File: config.mk
export PLATFORM = sky130hd
export DESIGN_NAME = incdec_counter_bank
export DESIGN_NICKNAME = d
export VERILOG_FILES = /design/src/rtl/incdec_counter_bank.sv
export SDC_FILE = /design/constraint.sdc
export NUM_CORES = 1
export LEC_CHECK = 0
export CORE_MARGIN = 2
export CORE_UTILIZATION = 46
export DETAILED_ROUTE_END_ITERATION = 16
export HOLD_SLACK_MARGIN = 0.08
export PLACE_DENSITY = 0.73
export SETUP_SLACK_MARGIN = 0.15
export SLEW_MARGIN = 20
export SYNTH_ARGS = -nofsm -noshare
export SYNTH_HDL_FRONTEND = slang
export SYNTH_SLANG_ARGS = --single-unit
File: constraint.sdc
create_clock -name clk_i -period 2.5 [get_ports clk_i]
set_input_delay 0.5 -clock clk_i [delete_from_list [all_inputs] [get_ports clk_i]]
set_output_delay 0.5 -clock clk_i [all_outputs]
set_load 0.02 [all_outputs]
File: src/rtl/incdec_counter_bank.sv
`default_nettype none
// +--------------------------------------------------------------------------+
// | incdec_counter_bank : round-robin bank of wrap-around counters sharing    |
// |                       one prefix incrementer/decrementer                  |
// | rev 1.0                                                                   |
// +--------------------------------------------------------------------------+

package lau_pkg;
  typedef enum logic {SLOW = 1'b0, FAST = 1'b1} speed_e;
endpackage

module IncDec #(
  parameter int              width = 8,
  parameter lau_pkg::speed_e speed = lau_pkg::FAST
) (
  input  logic [width-1:0] A,
  input  logic             DEC,
  output logic [width-1:0] Z
);

  // A bit passes the carry/borrow when it is 1 (increment) or 0 (decrement).
  logic [width-2:0] w_prop;
  logic [width-2:0] w_pre;

  assign w_prop = A[width-2:0] ^ {(width-1){DEC}};

  if (speed == lau_pkg::FAST) begin : g_fast
    always_comb begin
      logic [width-2:0] lvl;
      lvl = w_prop;
      // In-place Kogge-Stone: descending i keeps lvl[i-s] at its previous-level value.
      for (int s = 1; s < width - 1; s = s * 2) begin
        for (int i = width - 2; i >= s; i--) begin
          lvl[i] = lvl[i] & lvl[i-s];
        end
      end
      w_pre = lvl;
    end
  end else begin : g_slow
    always_comb begin
      logic [width-2:0] chain;
      chain    = w_prop;
      for (int i = 1; i < width - 1; i++) begin
        chain[i] = chain[i-1] & w_prop[i];
      end
      w_pre = chain;
    end
  end

  assign Z = A ^ {w_pre, 1'b1};

endmodule

module incdec_counter_bank #(
  parameter int              width = 8,
  parameter lau_pkg::speed_e speed = lau_pkg::FAST,
  parameter int              nreq  = 4
) (
  input  logic                      clk_i,
  input  logic                      rst_ni,
  input  logic                      clr_i,
  input  logic [nreq-1:0]           req_valid_i,
  input  logic [nreq-1:0]           req_dec_i,
  output logic [nreq-1:0]           req_ready_o,
  output logic [nreq*width-1:0]     cnt_o,
  output logic                      rsp_valid_o,
  output logic [$clog2(nreq)-1:0]   rsp_id_o,
  output logic [width-1:0]          rsp_value_o,
  output logic                      rsp_wrap_o
);

  localparam int iw = $clog2(nreq);

  logic [width-1:0] r_cnt [nreq];
  logic [iw-1:0]    r_ptr;
  logic             r_rsp_valid;
  logic [iw-1:0]    r_rsp_id;
  logic [width-1:0] r_rsp_value;
  logic             r_rsp_wrap;

  logic             w_gnt_any;
  logic [iw-1:0]    w_gnt_id;
  logic [nreq-1:0]  w_gnt_oh;
  logic [iw-1:0]    w_ptr_nxt;
  logic [width-1:0] w_a;
  logic [width-1:0] w_z;
  logic             w_dec;
  logic             w_wrap;

  // First asserted valid scanning ptr, ptr+1, ... with wrap at nreq.
  always_comb begin
    int idx;
    idx       = 0;
    w_gnt_any = 1'b0;
    w_gnt_id  = '0;
    for (int k = 0; k < nreq; k++) begin
      idx = int'(r_ptr) + k;
      if (idx >= nreq) idx = idx - nreq;
      if (!w_gnt_any && req_valid_i[idx]) begin
        w_gnt_any = 1'b1;
        w_gnt_id  = idx[iw-1:0];
      end
    end
    if (clr_i) w_gnt_any = 1'b0;
  end

  always_comb begin
    w_gnt_oh = '0;
    if (w_gnt_any) w_gnt_oh[w_gnt_id] = 1'b1;
  end

  assign req_ready_o = w_gnt_oh;
  assign w_ptr_nxt   = (w_gnt_id == iw'(nreq - 1)) ? '0 : w_gnt_id + iw'(1);

  assign w_a    = r_cnt[w_gnt_id];
  assign w_dec  = req_dec_i[w_gnt_id];
  assign w_wrap = w_dec ? (w_a == '0) : (&w_a);

  IncDec #(
    .width (width),
    .speed (speed)
  ) u_incdec (
    .A   (w_a),
    .DEC (w_dec),
    .Z   (w_z)
  );

  always_ff @(posedge clk_i or negedge rst_ni) begin
    if (!rst_ni) begin
      for (int i = 0; i < nreq; i++) r_cnt[i] <= '0;
      r_ptr       <= '0;
      r_rsp_valid <= 1'b0;
      r_rsp_id    <= '0;
      r_rsp_value <= '0;
      r_rsp_wrap  <= 1'b0;
    end else begin
      r_rsp_valid <= 1'b0;
      r_rsp_id    <= '0;
      r_rsp_value <= '0;
      r_rsp_wrap  <= 1'b0;
      if (clr_i) begin
        for (int i = 0; i < nreq; i++) r_cnt[i] <= '0;
      end else if (w_gnt_any) begin
        r_cnt[w_gnt_id] <= w_z;
        r_ptr           <= w_ptr_nxt;
        r_rsp_valid     <= 1'b1;
        r_rsp_id        <= w_gnt_id;
        r_rsp_value     <= w_z;
        r_rsp_wrap      <= w_wrap;
      end
    end
  end

  for (genvar i = 0; i < nreq; i++) begin : g_pack
    assign cnt_o[i*width +: width] = r_cnt[i];
  end

  assign rsp_valid_o = r_rsp_valid;
  assign rsp_id_o    = r_rsp_id;
  assign rsp_value_o = r_rsp_value;
  assign rsp_wrap_o  = r_rsp_wrap;

endmodule
`default_nettype wire

==> impl_metrics.py <==
metrics = {
    "outcome": {
        "run_status": "complete, but fails checks",
        "failed_checks": "setup timing",
    },
    "cells_and_area": {
        "layout_common_cells": "buf_4 (74), clkdlybuf4s50_1 (49), dfrtp_1 (46), buf_6 (25), nand2_1 (23)",
        "regArea_mm2": 0.00115,
        "final_common_cell": "buf_4",
        "area_growth_pct": 72.5,
        "multi_input_area_mm2": 0.00199,
        "diodes": 0,
        "nFillCells": 311,
        "final_cells": 509,
        "drive_gt1_share_pct": 45.9,
        "nNetsFinal": 448,
    },
    "clock_network": {
        "clock-sinks": 46,
        "cts_made_buffers": 5,
        "htreeDepth": 2,
        "clock_path_buffers": 2,
        "clk_latency_ns": 0.31,
        "cts_tree": "yes",
        "cts_hold_buffers": 0,
        "clk_pin_slew_ns": 0.08,
        "cts_root_buf": "clkbuf_8",
    },
    "die": {
        "dieArea_mm2": 0.00674,
        "die_x_um": 82.1,
        "die_h_um": 82.1,
        "initial_utilization_pct": 47.4,
        "coreArea_mm2": 0.00592,
        "rows": 28,
        "io-pin-count": 59,
    },
    "grt": {
        "antenna_found_initial": 0,
        "grt_pass1_wl_um": 17200,
        "grt_pass1_vias": 3351,
        "gr-total-overflow": 0,
        "grtUsageTotal_pct": 34.8,
        "grt_max_degree": 47,
    },
    "run": {
        "maxCapViolCount": 0,
    },
    "drt": {
        "dr.pass1.iters": 5,
        "wl_per_cell_um": 23.9,
        "vias": 3386,
        "postRouteAntennaNets": 0,
        "vias_per_cell": 6.65,
        "wirelength_um": 12200,
        "drt_iter0_drc": 316,
        "remaining_drc_errors": 0,
    },
    "setup_path": {
        "setup.worst_path.end_class": "flop",
        "cp_num_buf_inv": 4,
        "arrival_ns": 2.89,
        "worstPathRequired_ns": 2.70,
        "critical_path_class": "reg2reg",
        "cpPeakStageDelay_ns": 0.43,
        "worstPathCellList": "and2_4 > o211a_4 > nor2_8 > inv_8 > a211oi_4 > buf_6 > a211oi_4 > buf_6 > and4_4 > nor4b_4 > buf_4 > o21ai_1",
        "start_kind": "flop",
        "cp_top_family": "simple AND/OR/NAND/NOR gates",
        "critPathMaxFanout": 6,
        "cp_slowest_cell": "dfrtp_1",
    },
    "pwr": {
        "seqPwrFrac_pct": 21.1,
        "vdd_drop_max_v": 0.000602,
        "p_sw_uw": 2380,
        "finalPower_uw": 5440,
        "power_density_mw_per_mm2": 1120,
        "p_comb_share_pct": 68.7,
        "power_frac_clock_pct": 10.2,
        "p_int_uw": 3060,
        "swShare_pct": 43.8,
        "p_leak_uw": 0.00215,
    },
    "logic_synthesis": {
        "avgSynthCellArea_um2": 10.1,
        "synth_top_area_share_pct": 41.0,
        "synth_area_mm2": 0.00281,
        "syn_inst": 279,
        "synthFlopType": "dfrtp_1",
        "ys_ff_latch": 46,
        "synthArstFlopShare_pct": 100,
        "ys_seq_area_share_pct": 41.0,
        "syn_nets": 294,
        "synth.distinct_cells": 54,
        "synth_top_cell_by_area": "dfrtp_1",
        "synth.area.top_cells": "dfrtp_1 (41%), mux2i_1 (5.4%), nand3_1 (3.7%), a22o_1 (3.7%), nand2_1 (3.6%)",
        "yosysWarnings": 0,
        "synth_edf_count": 0,
    },
    "sta": {
        "tightest_slew_ns": 0.600,
        "drv_slew": 0,
        "rsz0062_at_grt": "true",
        "setup_violations": 37,
        "fin_crit_sh_pct": 108,
        "fin_worst_skew_ns": 0.00517,
        "post-route-min-period_ns": 2.69,
        "fin_ws_ns": -0.193,
        "slew_headroom_pct": 60.0,
        "timing.fmax_mhz": 371,
        "hold_viol": 0,
    },
    "placement": {
        "dp_hpwl_um": 6550,
        "port_buffers": 58,
        "placed_cells": 467,
        "place.gp.congestion": 0.966,
    },
    "min_path": {
        "min_path_type": "in2async",
    },
}
final timing paths:
kind | slack, ns | cells after the start | startpoint | to
worst max register to register | -0.19 | 12 | r_ptr[1]$_DFFE_PN0P_ | cnt_o[20]$_DFFE_PN0P_
worst max-delay path | -0.19 | 12 | r_ptr[1]$_DFFE_PN0P_ | cnt_o[20]$_DFFE_PN0P_
max in group asynchronous | 1.91 | 1 | rst_ni | cnt_o[19]$_DFFE_PN0P_
worst min-delay path | 0.20 | 1 | rst_ni | rsp_id_o[0]$_DFF_PN0_
min in group clk_i | 0.52 | 2 | cnt_o[2]$_DFFE_PN0P_ | cnt_o[2]$_DFFE_PN0P_
worst min register to register | 0.52 | 2 | cnt_o[2]$_DFFE_PN0P_ | cnt_o[2]$_DFFE_PN0P_
registers in the layout (all words and copies together), names as in the netlist:
name	cells
rsp_value_o	8
rsp_wrap_o	1
rsp_valid_o	1
r_ptr	2
rsp_id_o	2
cnt_o	32
cells in the mapped netlist, types with 3 or more instances:
master and count:
a221o_1 4, nand2b_1 4, buf_6 3, nand3_1 21, nor2_1 20, or4_1 5, a32oi_1 4, inv_1 6
a22oi_1 6, mux2i_1 15, nand3b_1 8, o211ai_1 4, a211oi_2 5, xnor2_1 3, o2111ai_1 4, dfrtp_1 46
nand4_1 3, ha_1 4, and3_1 9, nand2_1 27, a22o_1 12, clkbuf_1 6, o21ai_1 8, buf_2 3
a211oi_1 4, a21oi_1 8, mux2_2 4
area by class of cell:
class | count | share of cell area, %
inverter | 8 | 0.982
timing repair buffer | 156 | 29.8
clock inverter | 3 | 0.827
clock buffer | 5 | 1.42
multi-input combinational | 215 | 41.1
tap | 75 | 1.94
timing repair inverter | 1 | 0.181
sequential | 46 | 23.8
per-layer routing:
layer / wire [um] / vias to the layer above / share of wire [%] / global-route usage, %
met5: 0 / - / 0 / 0
met3: 1210 / 92 / 9.9 / 5.98
met4: 921 / 0 / 7.6 / 22.5
met2: 5740 / 274 / 47 / 57.5
met1: 4310 / 1655 / 35 / 41.8
li1: - / 1365 / - / -
timing repair:
| item | 4_1_cts | 5_1_grt |
|---|---|---|
| setup buffers | 24 | 5 |
| endpoints found under the setup margin | 45 | 43 |
| gates cloned | 5 | 0 |
| pin swaps | 51 | 19 |
| resized for setup | 110 | 33 |
kinds of logic after synthesis:
group,count (synthesis),share of synthesized area [%]
buffers and inverters,20,3.79
adders and majority gates,4,1.78
AOI/OAI and AO/OA,69,20.7
and+or+nand+nor,116,23.7
DFF,46,41.0
muxes,19,6.96
xor gates and xnor gates,5,2.05
through the flow:
stage / TNS (ns) / hold slack [ns] / worst slack, ns / util [%] / cell area [um2]
2_1_floorplan: -1.05 / 0.204 / -0.122 / - / 2850
3_3_place_gp: -24.15 / 0.517 / -0.643 / 66.5 / 3940
3_5_place_dp: -25.90 / 0.504 / -0.725 / 66.5 / 3940
4_1_cts: -0.0895 / 0.397 / -0.0314 / 78.4 / 4640
5_1_grt: -6.82 / 0.236 / -0.274 / 81.7 / 4840
6_report: -3.58 / 0.196 / -0.193 / 81.7 / 4840
power by group through the flow:
stage                     Combinational, uW  Clock, uW  Sequential (uW)
after global placement                 2560          0             1110
after detailed placement               2590          0             1120
final                                  3740        557             1150
after floorplan                        1180          0             1320
after global routing                   3890        582             1160
after CTS                              3330        558             1120
Power figures use the tool's default switching activity.
